<file path="src/rtl/pir_alarm_axi_regs.sv">
// PIR motion alarm with an AXI4-Lite register block.
// Motion events set a sticky flag, bump a saturating event counter and
// (optionally) restart a buzzer countdown. Software sees CTRL/STATUS/COUNT/
// BUZZ_LEN through a minimal single-beat AXI4-Lite slave.
//
// Write FSM
//   state  | meaning
//   W_IDLE | waiting for awvalid and wvalid together
//   W_ACK  | awready/wready high, register updated at end of cycle
//   W_RESP | bvalid high until bready
//
// Read FSM
//   state  | meaning
//   R_IDLE | waiting for arvalid
//   R_ACK  | arready high, rdata captured at end of cycle
//   R_DATA | rvalid high with stable rdata until rready
module pir_alarm_axi_regs #(
    parameter logic [31:0] BUZZ_CYCLES = 32'd50_000_000
) (
    input  logic        clk,
    input  logic        rst_n,
    input  logic        motion_pulse,
    input  logic [3:0]  s_axi_awaddr,
    input  logic        s_axi_awvalid,
    output logic        s_axi_awready,
    input  logic [31:0] s_axi_wdata,
    input  logic [3:0]  s_axi_wstrb,
    input  logic        s_axi_wvalid,
    output logic        s_axi_wready,
    output logic [1:0]  s_axi_bresp,
    output logic        s_axi_bvalid,
    input  logic        s_axi_bready,
    input  logic [3:0]  s_axi_araddr,
    input  logic        s_axi_arvalid,
    output logic        s_axi_arready,
    output logic [31:0] s_axi_rdata,
    output logic [1:0]  s_axi_rresp,
    output logic        s_axi_rvalid,
    input  logic        s_axi_rready,
    output logic        led,
    output logic        buzzer,
    output logic        irq
);

    typedef enum logic [1:0] {W_IDLE, W_ACK, W_RESP} w_state_t;
    typedef enum logic [1:0] {R_IDLE, R_ACK, R_DATA} r_state_t;

    w_state_t    r_wstate, w_wstate_nxt;
    r_state_t    r_rstate, w_rstate_nxt;

    logic [2:0]  r_ctrl;          // {irq_en, buzz_en, arm}
    logic        r_flag;
    logic [15:0] r_count;
    logic [31:0] r_buzz_len;
    logic [31:0] r_countdown;
    logic [31:0] r_rdata;

    logic        w_wr_en;
    logic [1:0]  w_wr_word;
    logic        w_event;
    logic        w_ctrl_wr;
    logic        w_w1c;
    logic        w_count_wr;
    logic        w_len_wr;
    logic        w_cd_clear;
    logic        w_buzz_active;
    logic [31:0] w_rd_mux;
    logic        w_unused;

    // Byte-lane address bits carry no information for word registers.
    assign w_unused = ^{s_axi_awaddr[1:0], s_axi_araddr[1:0]};

    // Write FSM state register
    always_ff @(posedge clk) begin
        if (!rst_n) r_wstate <= W_IDLE;
        else        r_wstate <= w_wstate_nxt;
    end

    // Write FSM next state and handshake outputs
    always_comb begin
        w_wstate_nxt  = r_wstate;
        s_axi_awready = 1'b0;
        s_axi_wready  = 1'b0;
        s_axi_bvalid  = 1'b0;
        case (r_wstate)
            W_IDLE: if (s_axi_awvalid && s_axi_wvalid) w_wstate_nxt = W_ACK;
            W_ACK: begin
                s_axi_awready = 1'b1;
                s_axi_wready  = 1'b1;
                w_wstate_nxt  = W_RESP;
            end
            W_RESP: begin
                s_axi_bvalid = 1'b1;
                if (s_axi_bready) w_wstate_nxt = W_IDLE;
            end
            default: w_wstate_nxt = W_IDLE;
        endcase
    end

    // Read FSM state register
    always_ff @(posedge clk) begin
        if (!rst_n) r_rstate <= R_IDLE;
        else        r_rstate <= w_rstate_nxt;
    end

    // Read FSM next state and handshake outputs
    always_comb begin
        w_rstate_nxt  = r_rstate;
        s_axi_arready = 1'b0;
        s_axi_rvalid  = 1'b0;
        case (r_rstate)
            R_IDLE: if (s_axi_arvalid) w_rstate_nxt = R_ACK;
            R_ACK: begin
                s_axi_arready = 1'b1;
                w_rstate_nxt  = R_DATA;
            end
            R_DATA: begin
                s_axi_rvalid = 1'b1;
                if (s_axi_rready) w_rstate_nxt = R_IDLE;
            end
            default: w_rstate_nxt = R_IDLE;
        endcase
    end

    assign w_wr_en       = (r_wstate == W_ACK);
    assign w_wr_word     = s_axi_awaddr[3:2];
    assign w_event       = motion_pulse & r_ctrl[0];
    assign w_ctrl_wr     = w_wr_en && (w_wr_word == 2'd0) && s_axi_wstrb[0];
    assign w_w1c         = w_wr_en && (w_wr_word == 2'd1) && s_axi_wstrb[0] && s_axi_wdata[0];
    assign w_count_wr    = w_wr_en && (w_wr_word == 2'd2);
    assign w_len_wr      = w_wr_en && (w_wr_word == 2'd3);
    assign w_buzz_active = (r_countdown != 32'd0);

    // The buzzer stops when the flag really clears (a coincident event keeps
    // it set) or when software disarms / disables the buzzer.
    assign w_cd_clear = (w_w1c && !w_event) ||
                        (w_ctrl_wr && (!s_axi_wdata[0] || !s_axi_wdata[1]));

    // CTRL register
    always_ff @(posedge clk) begin
        if (!rst_n)         r_ctrl <= 3'd0;
        else if (w_ctrl_wr) r_ctrl <= s_axi_wdata[2:0];
    end

    // Sticky motion flag: set beats write-1-to-clear
    always_ff @(posedge clk) begin
        if (!rst_n)       r_flag <= 1'b0;
        else if (w_event) r_flag <= 1'b1;
        else if (w_w1c)   r_flag <= 1'b0;
    end

    // Saturating event counter: a write clear beats an increment
    always_ff @(posedge clk) begin
        if (!rst_n)                                  r_count <= 16'd0;
        else if (w_count_wr)                         r_count <= 16'd0;
        else if (w_event && (r_count != 16'hFFFF))   r_count <= r_count + 16'd1;
    end

    // BUZZ_LEN register with byte strobes
    always_ff @(posedge clk) begin
        if (!rst_n) begin
            r_buzz_len <= BUZZ_CYCLES;
        end else if (w_len_wr) begin
            for (int i = 0; i < 4; i++)
                if (s_axi_wstrb[i]) r_buzz_len[8*i +: 8] <= s_axi_wdata[8*i +: 8];
        end
    end

    // Buzzer down-counter: clear, reload on event, else run down to zero
    always_ff @(posedge clk) begin
        if (!rst_n)                    r_countdown <= 32'd0;
        else if (w_cd_clear)           r_countdown <= 32'd0;
        else if (w_event && r_ctrl[1]) r_countdown <= r_buzz_len;
        else if (w_buzz_active)        r_countdown <= r_countdown - 32'd1;
    end

    // Read data mux over the four mapped words
    always_comb begin
        w_rd_mux = 32'd0;
        case (s_axi_araddr[3:2])
            2'd0: w_rd_mux = {29'd0, r_ctrl};
            2'd1: w_rd_mux = {30'd0, w_buzz_active, r_flag};
            2'd2: w_rd_mux = {16'd0, r_count};
            2'd3: w_rd_mux = r_buzz_len;
            default: w_rd_mux = 32'd0;
        endcase
    end

    // Read data capture; it samples pre-write values when a write commits
    // on the same edge.
    always_ff @(posedge clk) begin
        if (!rst_n)                  r_rdata <= 32'd0;
        else if (r_rstate == R_ACK)  r_rdata <= w_rd_mux;
    end

    assign s_axi_rdata = r_rdata;
    assign s_axi_bresp = 2'b00;
    assign s_axi_rresp = 2'b00;
    assign led         = r_flag;
    assign buzzer      = w_buzz_active;
    assign irq         = r_flag & r_ctrl[2];

endmodule

</file>
<file path="config.mk">
export PLATFORM = sky130hd
export DESIGN_NAME = pir_alarm_axi_regs
export DESIGN_NICKNAME = d
export VERILOG_FILES = /design/src/rtl/pir_alarm_axi_regs.sv
export SDC_FILE = /design/constraint.sdc
export NUM_CORES = 1
export LEC_CHECK = 0
export ABC_AREA = 1
export BUFFER_PORTS_ARGS = -buffer_cell sky130_fd_sc_hd__clkbuf_2
export CORE_MARGIN = 8
export CORE_UTILIZATION = 61
export DETAILED_ROUTE_END_ITERATION = 10
export PLACE_DENSITY = 0.95
export SYNTH_ARGS = -nofsm -noshare
export SYNTH_HDL_FRONTEND = slang
export SYNTH_SLANG_ARGS = --single-unit
</file>
<file path="constraint.sdc">
create_clock -name clk -period 4.3 [get_ports clk]
set_input_delay 0.645 -clock clk [delete_from_list [all_inputs] [get_ports clk]]
set_output_delay 0.645 -clock clk [all_outputs]
set_load 0.05 [all_outputs]
</file>
==> results by group <==
STA
  • Worst slew pin tran: 1.17 ns
  • F_max: 353 MHz
  • Min Clock Period, post-route: 2.83 ns
  • Fin crit share: 65.9%
  • Max-slew headroom: 21.9%
  • Max Clock Skew: 0.00831 ns
  • RSZ-0062 raised after global routing: false
  • Final slew viol count: 0
  • # setup viols final: 0
  • Setup TNS: 0 ns
  • Endpoints failing hold: 0

Setup path
  • Crit-path cells: inv_1, ha_1, nand2_2, nor2_8, nand2_2, nor2_1, nand4_1, clkbuf_2
  • Crit path kind: register to primary output
  • R2R setup slack: 1.88 ns
  • WP data required: 3.65 ns
  • RR Endpoint: s_axi_rdata[12]
  • R2r startpoint: r_rstate[0]
  • Max stage delay on crit path: 0.33 ns
  • Startpoint Class: register
  • Register-to-Register Path Depth: 6
  • CP Capture Type: primary output
  • Slowest cell on crit path: dfxtp_1
  • Worst-path fanout max: 7
  • Worst Path Arrival: 2.19 ns
  • CP most frequent cell: nand2_2

Flow run
  • # Max-Cap Violations: 0

Floorplan
  • Core box area: 0.00964 mm^2
  • Initial core utilization: 61.8%
  • Die area: 0.0132 mm^2
  • # IOs: 96
  • Die W: 115 um
  • # rows: 36
  • Height of the die: 115 um

Hold path
  • Hold crit path type: input pin to register
  • Hold EP: r_buzz_len[19]
  • Hold_sp: s_axi_wdata[19]
  • Worst hold stages: 3

Detailed routing
  • Routed wire length: 18,500 um
  • WL/cell: 17.2 um
  • DRT iter0 DRCs: 718
  • Post-route DRC: 0
  • Antenna-violating nets left: 0
  • Mean number of vias per cell: 5.89
  • DR vias: 6,349
  • DR pass1 iterations: 8

Yosys
  • Synthesized area: 0.00596 mm^2
  • Distinct cells, synth: 39
  • Synthesized instance count: 854
  • Ys async rst share: 0%
  • Ys flop type: dfxtp_1
  • Top-count cell post-synth: nand2_1
  • Seq/Total Area, Yosys: 40.3%
  • FF+latch count, synth: 120
  • Avg Synthesized Cell Area: 6.98 um^2
  • Commonest cells post-synth: nand2_1 (271), dfxtp_1 (120), nor2_1 (102)
  • Area fraction of the dominant cell type after synthesis: 40.3%
  • Area contributors post-synth: dfxtp_1 (40%), nand2_1 (17%), nor2_1 (6.4%), a21oi_1 (5.1%), inv_1 (4.3%)
  • EDFF count, synth: 0
  • Synth warn: 0
  • Area leader, netlist: dfxtp_1

Global route
  • GRT overflow: 0
  • Largest net degree at the start of global routing: 53
  • Total Routing Usage GR: 28.9%
  • First-pass GRT wire length: 30,400 um
  • Antenna violations before repair: 0
  • Vias in the first global route: 6,162

Clock network
  • Longest Clk Path Bufs: 2
  • H-tree depth: 4
  • Clk sinks: 120
  • Postcts setup bufs: 0
  • CTS Hold Buffers Added: 0
  • CTS tree: built
  • CTS root buf: clkbuf_8
  • Post-CTS Resized: 0
  • Worst skew pair latency: 0.53 ns
  • TritonCTS Buffers: 17
  • Clock-pin slew on the worst setup and hold paths: 0.06 ns

Layout
  • Fin nets: 986
  • Synth-to-Final Area Change: 17.1%
  • Layout cells sized above 1: 20.3%
  • Layout fillers: 667
  • Antenna cells: 0

Power and ir drop
  • Leakage: 2.99 nW
  • Net Sw Frac: 40.0%
  • Clock group share of total power: 33.2%
  • Share of power burned in registers: 30.7%
  • Internal Pwr Total: 2.62 mW
  • Combinational share of power: 36.1%
  • Net Sw Power: 1.75 mW
  • Total power: 4.37 mW
  • Pwr dens: 626 mW/mm^2
  • Peak VDD IR: 0.360 mV

Placement
  • IO Port Bufs: 87
  • Post-DP HPWL: 11,200 um
  • Final GP Congestion: 0.945

Run status
  • Outcome: finished, final reports clean
[cell type report]
class	count	area, um^2	area share [%]
flip-flops and latches	120	2400	34.4
repair buffers	89	450	6.45
inverters	77	289	4.14
multi-input cells	627	3070	44.0
well taps	133	166	2.38
clock inverters	14	171	2.46
clock buffers	18	428	6.13
[cell families (layout without fill, tap and decap cells)]
family,Yosys count,count (layout),share of synthesized area [%]
adder cells (fa/ha/maj),2,2,0.420
flip-flops,120,120,40.3
AO/OA/AOI/OAI,133,133,13.5
buffers and inverters,110,198,8.35
AND/OR/NAND/NOR,467,467,34.3
XOR/XNOR,21,21,3.09
other,1,4,0.0629
[power groups by stage]
stage / clock network (mW) / logic [mW] / registers, mW
floorplan: 0 / 1.21 / 1.34
global placement: 0 / 1.43 / 1.35
detailed placement: 0 / 1.47 / 1.35
CTS: 1.44 / 1.54 / 1.33
global route: 1.49 / 1.76 / 1.35
finish: 1.45 / 1.58 / 1.34
[sequential cells by signal (all words and copies together) (netlist names)]
name,flops
led,1
r_buzz_len,32
r_count,16
r_countdown,32
r_ctrl,3
r_rstate,2
r_wstate,2
s_axi_rdata,32
[stage by stage]
stage | area [um^2] | setup WS, ns | instances | utilization [%] | hold slack [ns]
detailed placement | 6380 | 1.95 | 1046 | 66.2 | 0.430
CTS | 6980 | 1.49 | 1078 | 72.4 | 0.328
global route | 6980 | 1.37 | 1078 | 72.4 | 0.342
global placement | 6380 | 2.01 | 1046 | 66.2 | 0.423
finish | 6980 | 1.47 | 1078 | 72.4 | 0.332
floorplan | 5970 | 2.12 | 857 | - | 0.417
[layout by cell type, fill, tap and decap left out, types with 2 or more instances in the layout]
master and count:
a21oi_1 61, a21oi_2 14, a22oi_1 16, a31oi_1 14
buf_4 2, bufinv_16 3, clkbuf_16 16, clkbuf_2 87
clkbuf_8 2, clkinv_2 2, clkinvlp_4 6, conb_1 4
dfxtp_1 120, ha_1 2, inv_1 68, inv_2 9
inv_6 3, nand2_1 271, nand2_2 17, nand2_4 2
nand3_1 28, nand3_2 10, nand4_1 10, nor2_1 101
nor2_2 7, nor2_4 5, nor3_1 11, o21ai_0 18
o21ai_2 2, o21bai_1 3, o22ai_1 2, xnor2_1 9
xor2_1 12
[worst max path at each step]
| stage | start | end | slack, ns | cells past startpoint |
|---|---|---|---|---|
| final | r_countdown[0] | buzzer | 1.47 | 8 |
| after global routing | r_countdown[0] | buzzer | 1.37 | 8 |
| after CTS | r_countdown[0] | buzzer | 1.49 | 8 |
| after detailed placement | motion_pulse | r_countdown[2] | 1.95 | 7 |
| after global placement | motion_pulse | r_countdown[17] | 2.01 | 7 |
| after floorplan | r_countdown[0] | buzzer | 2.12 | 7 |
[routing by layer]
metal | vias to the layer above | track usage [%] | wire [um]
li1 | 2888 | - | -
met1 | 2862 | 34.7 | 7050
met2 | 503 | 46.8 | 8590
met3 | 96 | 8.09 | 2090
met4 | 0 | 13.7 | 779
met5 | - | 0 | 0
[worst max-delay path: cells and delay by family, from the launching register on]
kind	cells	cell delay, ns
adders and majority gates	1	0.24
DFF	1	0.33
buffers and inverters	2	0.37
and+or+nand+nor	5	0.72
No activity file was read; power rests on OpenSTA's default activity.
